## src/rtl/stream_comp_invoke.sv

```systemverilog
// rtl/stream_comp_invoke.sv - firing (invoke) block of the stream_comp window-sum actor
module stream_comp_invoke #(
  parameter int size      = 3,
  parameter int width     = 16,
  parameter int out_width = 18
) (
  input  logic                 clk,
  input  logic                 rst,
  input  logic                 invoke,
  input  logic [1:0]           next_mode_in,
  input  logic [width-1:0]     data_in,
  output logic                 rd_in,
  output logic [out_width-1:0] data_out,
  output logic                 wr_out,
  output logic                 FC,
  output logic [1:0]           next_mode_out
);

  localparam int CW = (size > 1) ? $clog2(size) : 1;

  typedef enum logic [2:0] {
    S_IDLE, S_READ, S_CAPTURE, S_ACC, S_WRITE, S_DONE
  } state_t;

  state_t               r_state;
  state_t               w_next;
  logic [CW-1:0]        r_cnt;
  logic [CW-1:0]        r_widx;
  logic                 r_rd_d;
  logic [width-1:0]     r_win [size];
  logic [out_width-1:0] r_acc;
  logic [out_width-1:0] r_dout;
  logic                 r_rd;
  logic                 r_wr;
  logic                 r_fc;
  logic [1:0]           r_nm;
  logic                 w_last;
  logic                 w_rd_nxt;
  logic                 w_wr_nxt;
  logic                 w_fc_nxt;
  logic [1:0]           w_nm_nxt;

  assign w_last = (r_cnt == CW'(size - 1));

  always_ff @(posedge clk) begin
    if (!rst) r_state <= S_IDLE;
    else      r_state <= w_next;
  end

  always_comb begin
    w_next = r_state;
    case (r_state)
      S_IDLE: begin
        if (invoke) begin
          case (next_mode_in)
            2'b00:   w_next = S_READ;
            2'b01:   w_next = S_ACC;
            2'b10:   w_next = S_WRITE;
            default: w_next = S_DONE;
          endcase
        end
      end
      S_READ:    if (w_last) w_next = S_CAPTURE;
      S_CAPTURE: w_next = S_DONE;
      S_ACC:     if (w_last) w_next = S_DONE;
      S_WRITE:   w_next = S_DONE;
      S_DONE:    w_next = S_IDLE;
      default:   w_next = S_IDLE;
    endcase
  end

  // Outputs are decoded from the next state so the registered copies line up with it.
  always_comb begin
    w_rd_nxt = (w_next == S_READ);
    w_wr_nxt = (w_next == S_WRITE);
    w_fc_nxt = (w_next == S_DONE);
    w_nm_nxt = r_nm;
    if (w_fc_nxt) begin
      case (r_state)
        S_READ, S_CAPTURE: w_nm_nxt = 2'b01;
        S_ACC:             w_nm_nxt = 2'b10;
        default:           w_nm_nxt = 2'b00;
      endcase
    end
  end

  always_ff @(posedge clk) begin
    if (!rst) begin
      r_cnt  <= '0;
      r_widx <= '0;
      r_rd_d <= 1'b0;
      r_acc  <= '0;
      r_dout <= '0;
      r_rd   <= 1'b0;
      r_wr   <= 1'b0;
      r_fc   <= 1'b0;
      r_nm   <= 2'b00;
      for (int i = 0; i < size; i++) r_win[i] <= '0;
    end else begin
      r_rd   <= w_rd_nxt;
      r_wr   <= w_wr_nxt;
      r_fc   <= w_fc_nxt;
      r_nm   <= w_nm_nxt;
      r_rd_d <= r_rd;
      r_cnt  <= (r_state == S_READ || r_state == S_ACC) ? r_cnt + 1'b1 : '0;
      // FIFO head is valid one cycle after each pop strobe.
      if (r_state == S_IDLE) begin
        r_widx <= '0;
      end else if (r_rd_d) begin
        r_win[r_widx] <= data_in;
        r_widx        <= r_widx + 1'b1;
      end
      if (r_state == S_IDLE && invoke && next_mode_in == 2'b01)
        r_acc <= '0;
      else if (r_state == S_ACC)
        r_acc <= r_acc + out_width'(r_win[r_cnt]);
      if (w_wr_nxt) r_dout <= r_acc;
    end
  end

  assign rd_in         = r_rd;
  assign wr_out        = r_wr;
  assign FC            = r_fc;
  assign data_out      = r_dout;
  assign next_mode_out = r_nm;

endmodule

```

## config.mk

```make
export PLATFORM = sky130hd
export DESIGN_NAME = stream_comp_invoke
export DESIGN_NICKNAME = d
export VERILOG_FILES = /design/src/rtl/stream_comp_invoke.sv
export SDC_FILE = /design/constraint.sdc
export NUM_CORES = 1
export LEC_CHECK = 0
export CAP_MARGIN = 20
export CELL_PAD_IN_SITES_DETAIL_PLACEMENT = 1
export CELL_PAD_IN_SITES_GLOBAL_PLACEMENT = 1
export CORE_MARGIN = 3
export CORE_UTILIZATION = 42
export DETAILED_ROUTE_END_ITERATION = 12
export PLACE_DENSITY = 0.73
export SLEW_MARGIN = 5
export SYNTH_ARGS = -nofsm -noshare
export SYNTH_HDL_FRONTEND = slang
export SYNTH_SLANG_ARGS = --single-unit
```

## constraint.sdc

```tcl
create_clock -name clk -period 2.7 [get_ports clk]
set_input_delay 0.675 -clock clk [delete_from_list [all_inputs] [get_ports clk]]
set_output_delay 0.675 -clock clk [all_outputs]
set_load 0.1 [all_outputs]
```

Yosys cells after proc, flatten, opt, wreduce, memory -nomap -nowiden

Memory sizes are Yosys's and may differ from the RTL's. A register that Yosys moved wholly into a read port is not among the register bits.
Index checks and enable logic that the tools add are counted.

Add/subtract/negate cells: 3
Equal/unequal tests: 10
Multiplexer cells: 15
Bitwise logic cells: 1
Reductions and logical operators: 11

Operators by type and width:

| kind                  | number |
|---|---|
| $add A18 B16 Y18      | 1 |
| $mux W16              | 1 |
| $reduce_or A16 Y1     | 1 |
| $pmux W3 S4           | 1 |
| $eq A3 B3 Y1 const B  | 3 |
| $mux W3               | 3 |
| $pmux W3 S3           | 1 |
| $reduce_or A2 Y1      | 4 |
| $eq A3 B1 Y1 const B  | 2 |
| $eq A3 B2 Y1 const B  | 2 |
| $mux W1               | 6 |
| $add A2 B1 Y2 const B | 2 |
| $eq A2 B2 Y1 const B  | 2 |
| $mux W2               | 2 |
| $pmux W2 S2           | 1 |
| $logic_not A3 Y1      | 1 |
| $eq A2 B1 Y1 const B  | 1 |
| $logic_and A1 B1 Y1   | 2 |
| $logic_not A2 Y1      | 1 |
| $reduce_and A2 Y1     | 1 |
| $logic_or A1 B1 Y1    | 1 |
| $not A1 Y1            | 1 |

Register bits after elaboration: 49
Memory bits (writable): 48
Input port bits: 21
Logic and storage cells: 51
Memories: 1

Memory list:

| memory | depth | width | read ports | clocked after memory_dff | write ports | RTL line | RTL |
|---|---|---|---|---|---|---|---|
| r_win  | 3     | 16    | 1          | 1                        | 3           | 30       | `logic [width-1:0] r_win [size];` |

Longest topological paths before layout

Gate-level depths: netlist (run 1).

Depth after elaboration: 6
Gate-level depth with buffers: 11

Worst setup path before layout (run 1)

Ideal clock, no wire load.

Path kind: reg-to-reg
From: reg r_cnt[0] (netlist name)
To: reg r_acc[15]
Setup time: 0.074 ns
Arrival: 2.848 ns
Data required time: 2.626 ns
Setup slack: -0.222 ns
Cell stages (with the launch flop): 11
Path through: dfxtp_1 -> buf_2 -> buf_2 -> mux4_2 -> ha_1 -> nand2_1 -> or2_1 -> a311oi_1 -> nor2_1 -> or4_1 -> a31oi_1

RTL lines:

| element              | RTL line | RTL |
|---|---|---|
| to (signal assigned) | 116      | `r_acc <= r_acc + out_width'(r_win[r_cnt]);` |
| to (decl)            | 31       | `logic [out_width-1:0] r_acc;` |

==> flow_summary.toml, run 1 <==
[sta]
hold_viol_final = 0
post_route_fraction_of_the_period_consumed_by_the_critical_path = 1.02
max_clock_freq_mhz = 364
rsz0062_at_grt = "true"
fin_hold_ws_ns = 0.484
finish_stage_setup_viols = 2
skew_ns = 0.0120
fin_ws_ns = -0.0441
max_slew.worst_pin.slew_ns = 0.790
slew_headroom = 0.471
timing.final.crit_period_ns = 2.74
timing_max_transition_violations_final = 0
fin_tns_setup_ns = -0.0697

[placed_design]
numPortBuffers = 43
detailedPlacementHpwl_um = 8840
placedCellCount = 679
post_dp_area_sq_um = 6120
gp_congestion = 0.839

[finish]
filler_cell_count = 1261
antenna-diode-count = 0
postLayoutCellArea_sq_um = 6920
most_frequent_cells_in_the_layout = "sky130_fd_sc_hd__edfxtp_1 (64), sky130_fd_sc_hd__buf_4 (56), sky130_fd_sc_hd__and3_1 (54), sky130_fd_sc_hd__dfxtp_1 (47), sky130_fd_sc_hd__nor2_1 (38)"
layout_cell_share_with_drive_strength_beyond_1 = 0.261
fin_nets = 575
synthToLayoutAreaGrowth_pct = 30.6
final_common_cell = "sky130_fd_sc_hd__edfxtp_1"
finish.cell_count_without_fillers = 713

[cts]
cts.reportedPaths.clkPinSlew_ns = 0.05
cts.sink_count = 113
max-clock-path-buffers = 2
number_of_h_tree_branching_levels = 4
cts-buffers-inserted = 17
clock_tree_from_tritoncts = "yes"
cell_chosen_for_the_clock_root = "sky130_fd_sc_hd__clkbuf_16"
worst_skew_pair.late_latency_ns = 0.42

[logic_synthesis]
synth.avg_cell_area_sq_um = 11.7
number_of_standard_cells_after_synthesis = 452
number_of_storage_elements_in_the_synthesis_netlist = 113
synthArstFlopShare = 0
post_synth_edffs = 64
synth_area_sq_um = 5300
synth_largest_area_cell = "sky130_fd_sc_hd__edfxtp_1"
syn-num-nets = 495
ys_types = 46
synth_top_cell_area_share = 0.363
postSynth.topFlopCell = "sky130_fd_sc_hd__edfxtp_1"
ys.warnings.count = 0
synth.area.top_cells = "sky130_fd_sc_hd__edfxtp_1 (36%), sky130_fd_sc_hd__dfxtp_1 (19%), sky130_fd_sc_hd__mux4_2 (6.8%)"
synth_sequential_area_ratio = 0.548

[floorplan]
die_h_um = 118
io_pins = 44
std_cell_rows = 40
initial_core_util = 0.435
core_area_sq_um = 12200
die_area_sq_um = 14000
chipWidth_um = 118

[status]
failed_checks = "setup timing"
outcome = "finished with violations"

[worst_hold_path]
min_path_cells = 1
holdCritPathClass = "reg2reg"

[worst_setup_path]
critical_path_required_ns = 3.04
crit_path_max_fanout = 6
reg2reg_depth = 9
startpoint_type_of_the_worst_setup_path = "flip-flop"
end_kind = "flip-flop"
critPathKind = "reg2reg"
worst_ep_arrival_time_ns = 3.08

[grt]
globalRouteTotalUtil = 0.196
grt_pass1_vias = 4065
grt_max_degree = 49
initial_antenna_violation_count = 0
grt_overflow_total = 0
grt_pass1_wl_um = 21200

[power_and_ir_drop]
power.density_cell_area_nw_per_um2 = 682
vdd_ir_drop_max_uv = 426
power.leakage_uw = 0.00276

[detailed_routing]
drt-wirelength-per-cell_um = 19.6
drt_iter0_markers = 151
vias_per_cell = 5.43
drt.antenna.violating_nets = 0
detail_route.drc_violations = 0
vias = 3872
routed_wirelength_um = 14000
drt_pass1_iterations = 4

[job]
maxCapViolCount = 0
## synth_stat cells (6+ instances only)
library cell,count
sky130_fd_sc_hd__nand2b_1,6
sky130_fd_sc_hd__ha_1,21
sky130_fd_sc_hd__nand3_1,10
sky130_fd_sc_hd__mux4_2,16
sky130_fd_sc_hd__nand2_1,32
sky130_fd_sc_hd__inv_1,8
sky130_fd_sc_hd__dfxtp_1,49
sky130_fd_sc_hd__nor3_1,12
sky130_fd_sc_hd__o21ai_1,6
sky130_fd_sc_hd__clkbuf_1,15
sky130_fd_sc_hd__a21oi_1,34
sky130_fd_sc_hd__nor2_1,38
sky130_fd_sc_hd__edfxtp_1,64
sky130_fd_sc_hd__xnor2_1,7
sky130_fd_sc_hd__mux2i_1,22
sky130_fd_sc_hd__and3_1,54
## flip-flops by register name, indices dropped and copies added (netlist names)
signal,cells
rd_in,1
data_out,18
r_rd_d,1
r_win,64
r_widx,2
r_acc,18
next_mode_out,2
wr_out,1
FC,1
r_state,3
r_cnt,2
## cell type report
type                       count  area (sq um)  share of cell area
clock buffer                  17           425              0.0615
clock inverter                15           145              0.0210
inverter                       9          33.8             0.00488
multi-input combinational    308          2450               0.355
sequential                   113          2910               0.420
tap                          168           210              0.0304
timing repair buffer          83           743               0.107
## kinds of logic (layout without fill, tap and decap cells)
| logic type | after synthesis | after routing | share of synthesized area |
|---|---|---|---|
| buffers and inverters | 31 | 124 | 0.0272 |
| XOR/XNOR | 9 | 9 | 0.0149 |
| AND/OR/NAND/NOR | 168 | 168 | 0.165 |
| AO/OA/AOI/OAI | 71 | 71 | 0.0820 |
| adder cells (fa/ha/maj) | 22 | 22 | 0.0534 |
| flip-flops | 113 | 113 | 0.548 |
| multiplexers | 38 | 38 | 0.110 |
## critical path, stage by stage (launching register included)
cell and delay (ns):
sky130_fd_sc_hd__dfxtp_2 0.35, sky130_fd_sc_hd__buf_12 0.14, sky130_fd_sc_hd__mux4_2 0.54, sky130_fd_sc_hd__ha_4 0.31
sky130_fd_sc_hd__o211ai_1 0.08, sky130_fd_sc_hd__o21a_2 0.28, sky130_fd_sc_hd__a2111oi_4 0.33, sky130_fd_sc_hd__nor2_1 0.10
sky130_fd_sc_hd__or4_1 0.40, sky130_fd_sc_hd__a31oi_1 0.15
## per-stage QoR
step	utilization	total power (uW)	worst slack, ns
CTS	0.559	4720	-0.0427
global route	0.569	4900	-0.165
detailed placement	0.503	2540	-0.155
floorplan	-	2310	0.000606
global placement	0.503	2520	-0.0735
finish	0.569	4720	-0.0441
## path summary, 6_finish.rpt
check / to / start / slack (ns)
max: r_acc[15] / r_cnt[0] / -0.04
min: r_rd_d / rd_in / 0.48
max reg2reg: r_acc[15] / r_cnt[0] / -0.04
min reg2reg: r_rd_d / rd_in / 0.48
## repair_timing
item / in CTS / in global routing
resized for setup: 13 / 21
pin swaps: 2 / 7
setup buffers: 0 / 2
endpoints found under the setup margin: 8 / 8
hold buffers: 0 / 0
## metal layers
metal | part of all wire | up-vias | track usage | wire [um]
li1 | - | 1838 | - | -
met2 | 0.51 | 83 | 0.338 | 7130
met3 | 0.040 | 24 | 0.0531 | 555
met5 | 0 | - | 0 | 0
met1 | 0.43 | 1927 | 0.228 | 5940
met4 | 0.024 | 0 | 0.0864 | 331
## report_power, final
part | switching, uW | internal [uW]
clock | 807 | 1340
sequential | 40.4 | 1870
combinational | 362 | 295
total | 1210 | 3510
Power figures use the tool's default switching activity.
==> inputs of run 2 (changes only) <==
--- a/config.mk
+++ b/config.mk
@@ -12,7 +12,6 @@
 export CORE_UTILIZATION = 42
 export DETAILED_ROUTE_END_ITERATION = 12
 export PLACE_DENSITY = 0.73
-export SLEW_MARGIN = 5
 export SYNTH_ARGS = -nofsm -noshare
 export SYNTH_HDL_FRONTEND = slang
 export SYNTH_SLANG_ARGS = --single-unit
==> results of run 2 <==
Same layout as run 1: the final DEF is identical, and so are final timing and power.
